`src/rtl/phy_tx_lane_striper_if.sv`:
```
// Signal bundle between network-layer TX, the lane striper and the SL3 lane side.
// The master drives beats, lane backpressure and credit returns; the slave is the striper.
interface phy_tx_lane_striper_if #(
  parameter int NUM_LANES    = 4,
  parameter int DATA_WIDTH   = 256,
  parameter int CREDIT_WIDTH = 12,
  parameter int RET_WIDTH    = 8
);
  logic                              program_en;
  logic [NUM_LANES-1:0]              lane_mask;
  logic                              in_valid;
  logic [DATA_WIDTH-1:0]             in_data;
  logic                              in_last;
  logic                              in_ready;
  logic [NUM_LANES-1:0]              lane_valid;
  logic [NUM_LANES*DATA_WIDTH-1:0]   lane_data;
  logic [NUM_LANES-1:0]              lane_last;
  logic [NUM_LANES-1:0]              lane_full;
  logic [NUM_LANES-1:0]              credit_ret_valid;
  logic [NUM_LANES*RET_WIDTH-1:0]    credit_ret_count;
  logic [NUM_LANES*CREDIT_WIDTH-1:0] lane_credits;
  logic [NUM_LANES*48-1:0]           lane_sent;
  logic [1:0]                        err_status;

  modport master (
    output program_en, lane_mask, in_valid, in_data, in_last,
           lane_full, credit_ret_valid, credit_ret_count,
    input  in_ready, lane_valid, lane_data, lane_last,
           lane_credits, lane_sent, err_status
  );

  modport slave (
    input  program_en, lane_mask, in_valid, in_data, in_last,
           lane_full, credit_ret_valid, credit_ret_count,
    output in_ready, lane_valid, lane_data, lane_last,
           lane_credits, lane_sent, err_status
  );
endinterface

```
`src/rtl/phy_tx_lane_striper.sv`:
```
// Round-robin TX striper: spreads packet beats over a programmable lane subset,
// gated by per-lane credits returned from the far end, with per-lane beat counters.
module phy_tx_lane_striper #(
  parameter int NUM_LANES    = 4,
  parameter int DATA_WIDTH   = 256,
  parameter int CREDIT_WIDTH = 12,
  parameter int INIT_CREDITS = 512,
  parameter int RET_WIDTH    = 8
) (
  input logic                  clk,
  input logic                  rst_n,
  phy_tx_lane_striper_if.slave bus
);
  localparam int PTR_W  = (NUM_LANES > 1) ? $clog2(NUM_LANES) : 1;
  localparam int SENT_W = 48;

  typedef enum logic [1:0] {UNCFG, RUN, PEND} state_e;

  state_e                  state_q;
  logic [NUM_LANES-1:0]    mask_q;
  logic [NUM_LANES-1:0]    pend_mask_q;
  logic [PTR_W-1:0]        ptr_q;
  logic                    mid_pkt_q;
  logic [1:0]              err_q;
  logic [1:0]              err_d;
  logic [NUM_LANES-1:0]    lane_valid_q;
  logic [NUM_LANES-1:0]    lane_last_q;
  logic [DATA_WIDTH-1:0]   lane_data_q [NUM_LANES];
  logic [CREDIT_WIDTH-1:0] credits_q   [NUM_LANES];
  logic [CREDIT_WIDTH-1:0] credits_d   [NUM_LANES];
  logic [CREDIT_WIDTH:0]   credit_sum  [NUM_LANES];
  logic [SENT_W-1:0]       sent_q      [NUM_LANES];
  logic [SENT_W-1:0]       sent_d      [NUM_LANES];
  logic [NUM_LANES-1:0]    ovf;
  logic [NUM_LANES-1:0]    lane_hit;

  logic                    accept;
  logic                    acc_last;
  logic                    prog_nz;
  logic                    boundary_apply;
  logic                    pend_apply;
  logic                    do_apply;
  logic                    pend_capture;
  logic [NUM_LANES-1:0]    apply_mask;

  function automatic logic [PTR_W-1:0] lowest_lane(input logic [NUM_LANES-1:0] m);
    lowest_lane = '0;
    for (int i = NUM_LANES - 1; i >= 0; i--) begin
      if (m[i]) lowest_lane = PTR_W'(i);
    end
  endfunction

  function automatic logic [PTR_W-1:0] next_lane(input logic [NUM_LANES-1:0] m,
                                                 input logic [PTR_W-1:0]     p);
    logic found;
    next_lane = lowest_lane(m);
    found     = 1'b0;
    for (int i = 0; i < NUM_LANES; i++) begin
      if (!found && m[i] && (i > int'(p))) begin
        next_lane = PTR_W'(i);
        found     = 1'b1;
      end
    end
  endfunction

  assign bus.in_ready = (state_q != UNCFG) && (credits_q[ptr_q] != '0) && !bus.lane_full[ptr_q];
  assign accept       = bus.in_valid && bus.in_ready;
  assign acc_last     = accept && bus.in_last;
  assign prog_nz      = bus.program_en && (bus.lane_mask != '0);

  // A new mask takes effect at once between packets; mid-packet it waits for in_last.
  assign boundary_apply = bus.program_en &&
                          ((state_q == UNCFG) || ((state_q == RUN) && (!mid_pkt_q || acc_last)));
  assign pend_apply     = (state_q == PEND) && acc_last;
  assign do_apply       = boundary_apply || pend_apply;
  assign apply_mask     = bus.program_en ? bus.lane_mask : pend_mask_q;
  assign pend_capture   = bus.program_en && (state_q == RUN) && mid_pkt_q && !acc_last;

  assign err_d = {(|ovf) || (err_q[1] && !prog_nz),
                  (do_apply && (apply_mask == '0)) || (err_q[0] && !prog_nz)};

  always_comb begin
    lane_hit = '0;
    if (accept) lane_hit[ptr_q] = 1'b1;
  end

  // Send and return are netted in one extra-wide sum so overflow is visible in the top bit.
  always_comb begin
    for (int i = 0; i < NUM_LANES; i++) begin
      credit_sum[i] = {1'b0, credits_q[i]}
                    - (lane_hit[i] ? (CREDIT_WIDTH+1)'(1) : '0)
                    + (bus.credit_ret_valid[i]
                       ? (CREDIT_WIDTH+1)'(bus.credit_ret_count[i*RET_WIDTH +: RET_WIDTH])
                       : '0);
      ovf[i]        = credit_sum[i][CREDIT_WIDTH];
      credits_d[i]  = ovf[i] ? '1 : credit_sum[i][CREDIT_WIDTH-1:0];
      sent_d[i]     = sent_q[i] + (lane_hit[i] ? SENT_W'(1) : '0);
    end
  end

  always_ff @(posedge clk or negedge rst_n) begin
    if (!rst_n) begin
      state_q      <= UNCFG;
      mask_q       <= '0;
      pend_mask_q  <= '0;
      ptr_q        <= '0;
      mid_pkt_q    <= 1'b0;
      err_q        <= '0;
      lane_valid_q <= '0;
      lane_last_q  <= '0;
      for (int i = 0; i < NUM_LANES; i++) begin
        lane_data_q[i] <= '0;
        credits_q[i]   <= CREDIT_WIDTH'(INIT_CREDITS);
        sent_q[i]      <= '0;
      end
    end else begin
      lane_valid_q <= lane_hit;
      lane_last_q  <= acc_last ? lane_hit : '0;
      err_q        <= err_d;
      for (int i = 0; i < NUM_LANES; i++) begin
        credits_q[i] <= credits_d[i];
        sent_q[i]    <= sent_d[i];
      end

      if (accept) begin
        lane_data_q[ptr_q] <= bus.in_data;
        mid_pkt_q          <= !bus.in_last;
        ptr_q              <= bus.in_last ? lowest_lane(mask_q) : next_lane(mask_q, ptr_q);
      end

      if (bus.program_en) pend_mask_q <= bus.lane_mask;

      // Every packet restarts on the lowest active lane so the far end can reorder blindly.
      if (do_apply) begin
        if (apply_mask == '0) begin
          state_q   <= UNCFG;
          mask_q    <= '0;
          ptr_q     <= '0;
          mid_pkt_q <= 1'b0;
        end else begin
          state_q <= RUN;
          mask_q  <= apply_mask;
          ptr_q   <= lowest_lane(apply_mask);
        end
      end else if (pend_capture) begin
        state_q <= PEND;
      end
    end
  end

  assign bus.lane_valid = lane_valid_q;
  assign bus.lane_last  = lane_last_q;
  assign bus.err_status = err_q;

  for (genvar g = 0; g < NUM_LANES; g++) begin : g_lane_out
    assign bus.lane_data[g*DATA_WIDTH +: DATA_WIDTH]       = lane_data_q[g];
    assign bus.lane_credits[g*CREDIT_WIDTH +: CREDIT_WIDTH] = credits_q[g];
    assign bus.lane_sent[g*SENT_W +: SENT_W]               = sent_q[g];
  end
endmodule

```
`src/flat_wrapper.sv`:
```
// flat-port wrapper written by rule: the top's interface ports become plain ports
module phy_tx_lane_striper_flat 
#(
  parameter int NUM_LANES    = 4,
  parameter int DATA_WIDTH   = 256,
  parameter int CREDIT_WIDTH = 12,
  parameter int INIT_CREDITS = 512,
  parameter int RET_WIDTH    = 8
)
  (clk, rst_n, bus_program_en, bus_lane_mask, bus_in_valid, bus_in_data, bus_in_last, bus_lane_full, bus_credit_ret_valid, bus_credit_ret_count, bus_in_ready, bus_lane_valid, bus_lane_data, bus_lane_last, bus_lane_credits, bus_lane_sent, bus_err_status);
  phy_tx_lane_striper_if #(.NUM_LANES(NUM_LANES), .DATA_WIDTH(DATA_WIDTH), .CREDIT_WIDTH(CREDIT_WIDTH), .RET_WIDTH(RET_WIDTH)) bus_i ();
  input logic clk;
  input logic rst_n;
  input wire logic [$bits(bus_i.program_en)-1:0] bus_program_en;
  input wire logic [$bits(bus_i.lane_mask)-1:0] bus_lane_mask;
  input wire logic [$bits(bus_i.in_valid)-1:0] bus_in_valid;
  input wire logic [$bits(bus_i.in_data)-1:0] bus_in_data;
  input wire logic [$bits(bus_i.in_last)-1:0] bus_in_last;
  input wire logic [$bits(bus_i.lane_full)-1:0] bus_lane_full;
  input wire logic [$bits(bus_i.credit_ret_valid)-1:0] bus_credit_ret_valid;
  input wire logic [$bits(bus_i.credit_ret_count)-1:0] bus_credit_ret_count;
  output wire logic [$bits(bus_i.in_ready)-1:0] bus_in_ready;
  output wire logic [$bits(bus_i.lane_valid)-1:0] bus_lane_valid;
  output wire logic [$bits(bus_i.lane_data)-1:0] bus_lane_data;
  output wire logic [$bits(bus_i.lane_last)-1:0] bus_lane_last;
  output wire logic [$bits(bus_i.lane_credits)-1:0] bus_lane_credits;
  output wire logic [$bits(bus_i.lane_sent)-1:0] bus_lane_sent;
  output wire logic [$bits(bus_i.err_status)-1:0] bus_err_status;
  assign bus_i.program_en = bus_program_en;
  assign bus_i.lane_mask = bus_lane_mask;
  assign bus_i.in_valid = bus_in_valid;
  assign bus_i.in_data = bus_in_data;
  assign bus_i.in_last = bus_in_last;
  assign bus_i.lane_full = bus_lane_full;
  assign bus_i.credit_ret_valid = bus_credit_ret_valid;
  assign bus_i.credit_ret_count = bus_credit_ret_count;
  assign bus_in_ready = bus_i.in_ready;
  assign bus_lane_valid = bus_i.lane_valid;
  assign bus_lane_data = bus_i.lane_data;
  assign bus_lane_last = bus_i.lane_last;
  assign bus_lane_credits = bus_i.lane_credits;
  assign bus_lane_sent = bus_i.lane_sent;
  assign bus_err_status = bus_i.err_status;
  phy_tx_lane_striper #(.NUM_LANES(NUM_LANES), .DATA_WIDTH(DATA_WIDTH), .CREDIT_WIDTH(CREDIT_WIDTH), .INIT_CREDITS(INIT_CREDITS), .RET_WIDTH(RET_WIDTH)) u_core (.clk(clk), .rst_n(rst_n), .bus(bus_i));
endmodule
```
`config.mk`:
```
export PLATFORM = sky130hd
export DESIGN_NAME = phy_tx_lane_striper_flat
export DESIGN_NICKNAME = d
export VERILOG_FILES = /design/src/rtl/phy_tx_lane_striper_if.sv /design/src/rtl/phy_tx_lane_striper.sv /design/src/flat_wrapper.sv
export SDC_FILE = /design/constraint.sdc
export NUM_CORES = 2
export LEC_CHECK = 0
export ABC_AREA = 1
export BUFFER_PORTS_ARGS = -buffer_cell sky130_fd_sc_hd__buf_2
export CAP_MARGIN = 40
export CORE_AREA = 2 2 609 611
export DETAILED_ROUTE_END_ITERATION = 8
export DIE_AREA = 0 0 611 613
export SLEW_MARGIN = 20
export SYNTH_ARGS = -nofsm -noshare
export SYNTH_HDL_FRONTEND = slang
export SYNTH_SLANG_ARGS = --single-unit
```
`constraint.sdc`:
```
create_clock -name clk -period 11.4 [get_ports clk]
set_input_delay 3.42 -clock clk [delete_from_list [all_inputs] [get_ports clk]]
set_output_delay 3.42 -clock clk [all_outputs]
set_load 0.01 [all_outputs]
```
Yosys cells after proc, flatten, opt, wreduce, memory -nomap -nowiden
Index checks and enable logic that the tools add are counted.
{"block": "totals", "register_bits": 1287, "output_inout_bits": 1275, "word_cells": 138}
{"block": "classes", "addsub": 12, "n_lt_le_gt_ge": 7, "eq_ne": 2, "mux": 55, "bitwise_logic": 1, "n_reduce_logical": 41}
{"op": "$bwmux 1024", "count": 1}
{"op": "$demux 256 s2", "count": 1}
{"op": "$mux 256", "count": 1}
{"op": "$add 48x48->48", "count": 4}
{"op": "$mux 12", "count": 6}
{"op": "$add 13x13->13", "count": 4}
{"op": "$sub 12x13->13", "count": 4}
{"op": "$mux 2", "count": 17}
{"op": "$mux 8", "count": 4}
{"op": "$bmux 12 s2", "count": 1}
{"op": "$logic_and 1x1->1", "count": 21}
{"op": "$mux 1", "count": 18}
{"op": "$mux 4", "count": 4}
{"op": "$reduce_bool 12->1", "count": 1}
{"op": "$logic_not 1->1", "count": 7}
{"op": "$reduce_bool 2->1", "count": 3}
{"op": "$logic_or 1x1->1", "count": 5}
{"op": "$gt 2x2->1 const A", "count": 2}
{"op": "$logic_not 4->1", "count": 1}
{"op": "$reduce_bool 4->1", "count": 1}
{"op": "$reduce_or 4->1", "count": 1}
{"op": "$ge 3x3->1 const B", "count": 1}
{"op": "$lt 2x3->1 const B", "count": 1}
{"op": "$lt 3x1->1 const B", "count": 1}
{"op": "other kinds (8)", "count": 8}

Longest topological paths before layout
{"block": "depth", "word_depth": 21, "depth_mapped": 26, "ltp_nobuf": 24}

Worst setup path before layout
No wires, ideal clock.
{"block": "synth_path", "path_kind": "input port to output port", "startpoint": "in bus_lane_full[0]", "endpoint": "out bus_in_ready", "arrival_time_ns": 3.894, "setup_slack_ns": 4.086, "path_stages": 5, "n_path_buf": 0, "path_cell_list": "nand2_1 -> nand2_1 -> nor2_2 -> nand3_2 -> nor2_4"}
{"block": "synth_via", "elab_chain_len": 4}
{"element": "start: declaration", "line_no": "flat_wrapper.sv:19", "rtl": "input wire logic [$bits(bus_i.lane_full)-1:0] bus_lane_full;"}
{"element": "$bmux 1 s2", "line_no": "phy_tx_lane_striper.sv:66", "rtl": "assign bus.in_ready = (state_q != UNCFG) && (credits_q[ptr_q] != '0) && !bus.lane_full[ptr_q];"}
{"element": "$mux 1 (implied by the code)", "line_no": "phy_tx_lane_striper.sv:66"}
{"element": "$logic_not 1->1", "line_no": "phy_tx_lane_striper.sv:66"}
{"element": "$logic_and 1x1->1", "line_no": "phy_tx_lane_striper.sv:66"}
{"element": "end: declaration", "line_no": "flat_wrapper.sv:22", "rtl": "output wire logic [$bits(bus_i.in_ready)-1:0] bus_in_ready;"}
Every way passes these cells. The select of a mux whose other input is x is not followed.

Worst setup path after layout
{"block": "layout_path", "startpoint": "in bus_lane_full[3]", "endpoint": "out bus_in_ready"}
The elaborated chain is that of the path after synthesis.

==> flow_summary_export.csv <==
group,metric,value,unit
cts,clockBufferDepth,4,
sta,hold-worst-slack,0.474,ns
sta,slew_violations,0,
worst_setup_path,crit_arrival,4.27,ns
power,power_density,285,mW/mm²
worst_setup_path,r2r_cells,23,
cts,cts.clk_slew.worst_paths,0.06,ns
routing,avgViaCountPerCell,3.72,
sta,finalSetupTns,0,ns
finish,layout-drive-gt1-share,27.5,%
sta,fin_ws,3.71,ns
cts,cts-root-buf,"clkbuf_16",
run_status,status,"complete, no violations",
worst_setup_path,crit_fanout,6,
worst_setup_path,endpoint,"bus_in_ready",
floorplanning,die_w,611,µm
placed_design,post-dp-hpwl,220,mm
cts,cts_tree,"done",
floorplanning,die_y,613,µm
worst_setup_path,cp_cell_sequence,"buf_2 -> inv_1 -> nor2_1 -> nor2_2 -> nand3_2 -> nor2_4 -> buf_2",
finish,syn_to_final_growth,36.2,%
finish,fillCellCount,41000,
yosys,synth_cell_types,46,
yosys,ys_seq_area_share,61.2,%
yosys,synth_area,0.0526,mm²
yosys,yosys_register_bits,1287,
floorplanning,die_area,0.375,mm²
worst_setup_path,max_stage_delay,0.22,ns
power,ir_worst_vdd,170,µV
cts,htreeDepth,4,
sta,tightestPinTransition,1.19,ns
power,p_int,0.0122,W
power,p_seq_share,36.6,%
global_routing,grt_overflow,0,
finish,finalInstanceArea,0.0716,mm²
yosys,synth_edf_count,0,
worst_setup_path,crit_path_end_kind,"primary output",
sta,fmax,0.130,GHz
power,p_leak,36.2,nW
yosys,async_flop_share,100,%
yosys,yosysMostFrequentCell,"nand2_1",
placed_design,numPortBuffers,1579,
global_routing,antenna_found_initial,57,
power,comb_power_share,37.2,%
sta,rsz0062_at_grt,"false",
yosys,syn_nets,5793,
yosys,yosysTopAreaCellShare,61.0,%
worst_setup_path,startpoint_type,"input port",
worst_setup_path,rr_endpoint,"u_core.bus.err_status[1]",
power,p_switching,0.00819,W
worst_setup_path,path_class,"input port to primary output",
yosys,synth_cells,5396,
sta,fin_skew,0.113,ns
routing,dr.pass1.iters,6,
worst_setup_path,slowest_stage,"buf_2",
worst_setup_path,crit_start,"bus_lane_full[3]",
worst_setup_path,crit_required,7.98,ns
worst_setup_path,reg2reg_from,"u_core.bus.lane_credits[42]",
placed_design,place_congestion,0.947,
run,drv_cap,0,
global_routing,grt_max_degree,203,
power,clkPwrFrac,26.2,%
yosys,synth_area_leaders,"dfrtp_1 61%, nand2_1 10%, o21ai_0 6.9%",
cts,numCtsBuffers,161,
power,swShare,40.1,%
cts,clk_latency,0.89,ns
global_routing,grt_pass1_vias,42800,
cts,cts.sinks,1287,
yosys,synthFlopType,"dfrtp_1",
worst_setup_path,cp_common_cell,"buf_2",
floorplanning,ios,1580,
floorplanning,coreArea,0.368,mm²
routing,wire_per_inst,22.8,µm
yosys,yosys-top-cells-count,"1406 x nand2_1, 1283 x dfrtp_1, 728 x o21ai_0, 569 x inv_1, 256 x o21a_1",
sta,relSlewSlack,20.6,%
global_routing,grt_pass1_wl,361,mm
floorplanning,start_util,14.3,%
finish,nets,7360,
sta,min_period,7.70,ns
yosys,yosysTopAreaCell,"dfrtp_1",
worst_setup_path,reg2reg_slack,6.27,ns
power,finalPower,0.0204,W
cts,postCtsHoldBufs,0,
sta,min_period_over_period,67.5,%
yosys,synth_warnings,0,
cts,cts_resized,0,
routing,drc,0,
routing,drt_iter0_drc,3547,
routing,drt_wl_total,272,mm
routing,detail-route-antenna-nets,0,
placed_design,place_ws,3.41,ns
cts,cts_setup_buffers,0,
min_path,hold_path_class,"flop to flop",
routing,dr_total_vias,44400,
yosys,avgSynthCellArea,9.75,µm²
global_routing,track_usage,13.9,%
placed_design,postPlaceCellArea,0.0661,mm²
floorplanning,fp-row-count,223,
sta,hold_viol_final,0,
sta,report.final.setup_viol,0,
[layout by cell type (no fill, tap or decap), drive strengths merged, types with 2 or more instances in the layout]
cell type and n:
buf 1636, nand2 1412, dfrtp 1283, o21ai 791
inv 585, o21a 256, clkbuf 220, xor2 156
nor2 152, nand3 117, nor3 93, ha 88
xnor2 47, nand4 45, a21oi 44, nor4 35
or2 27, clkinv 27, diode 25, bufinv 11
clkinvlp 10, a31oi 9, nor3b 6, o21bai 4
nand3b 4, fa 4, dfstp 4, and3 3
a21boi 3, mux2i 2, a21o 2
[cells by family (layout without fill, tap and decap cells)]
| logic type | after synthesis | in the layout | synth area share, % |
|---|---|---|---|
| xor gates and xnor gates | 203 | 203 | 3.38 |
| muxes | 2 | 2 | 0.0380 |
| and+or+nand+nor | 1896 | 1896 | 14.8 |
| other | 0 | 25 | 0 |
| AOI/OAI and AO/OA | 1111 | 1111 | 11.9 |
| adders and majority gates | 92 | 92 | 2.24 |
| buffers and inverters | 805 | 2489 | 6.41 |
| DFF | 1287 | 1287 | 61.2 |
[flip-flops by register name (all words and copies together), names as in the netlist, 2 cells and up]
register,count
u_core.bus.err_status,2
u_core.bus.lane_credits,48
u_core.bus.lane_data,1024
u_core.bus.lane_last,4
u_core.bus.lane_sent,192
u_core.bus.lane_valid,4
u_core.mask_q,4
u_core.pend_mask_q,4
u_core.ptr_q,2
u_core.state_q,2
[cell type report]
| type | count | area, µm² | share of cell area (%) |
|---|---|---|---|
| antenna | 25 | 62.6 | 0.0873 |
| clock buffer | 220 | 4620 | 6.44 |
| clock inverter | 60 | 769 | 1.07 |
| inverter | 573 | 2150 | 3.00 |
| multi-input combinational | 3304 | 17100 | 23.8 |
| sequential | 1287 | 32200 | 45.0 |
| tap | 4837 | 6050 | 8.45 |
| timing repair buffer | 1636 | 8730 | 12.2 |
[power groups by stage]
stage	Combinational (W)	Clock [W]	Sequential, W
after floorplan	0.00285	0	0.00828
after global placement	0.00764	0	0.00742
after detailed placement	0.00775	0	0.00748
after CTS	0.00776	0.00554	0.00744
after global routing	0.00843	0.00570	0.00767
final	0.00760	0.00536	0.00747
[stage by stage]
stage	util, %	instances
floorplan	-	5396
global placement	17.9	11600
detailed placement	18.0	11600
CTS	19.4	11900
global route	19.5	11900
finish	19.5	11900
[worst max-delay path, delay by kind of cell]
family                 cells  cell delay, ns
AND/OR/NAND/NOR            4            0.48
buffers and inverters      3            0.37
[worst min-delay path by stage]
stage | startpoint | endpoint | slack (ns) | depth (start not counted)
after CTS | u_core.bus.lane_sent[95] | u_core.bus.lane_sent[95] | 0.47 | 1
after global routing | u_core.bus.lane_sent[47] | u_core.bus.lane_sent[47] | 0.48 | 1
final | u_core.bus.lane_data[659] | u_core.bus.lane_data[659] | 0.47 | 2
after detailed placement | u_core.bus.lane_sent[95] | u_core.bus.lane_sent[95] | 0.46 | 1
after floorplan | u_core.state_q[1] | u_core.state_q[1] | 0.47 | 2
after global placement | u_core.bus.lane_sent[47] | u_core.bus.lane_sent[47] | 0.46 | 1
[layer usage]
metal  track usage (%)  share of wire [%]
met4              6.12                4.7
met5                 0              0.024
met3              5.16                9.5
met1              16.5                 40
met2              22.3                 46
No activity file was read; power rests on OpenSTA's default activity.
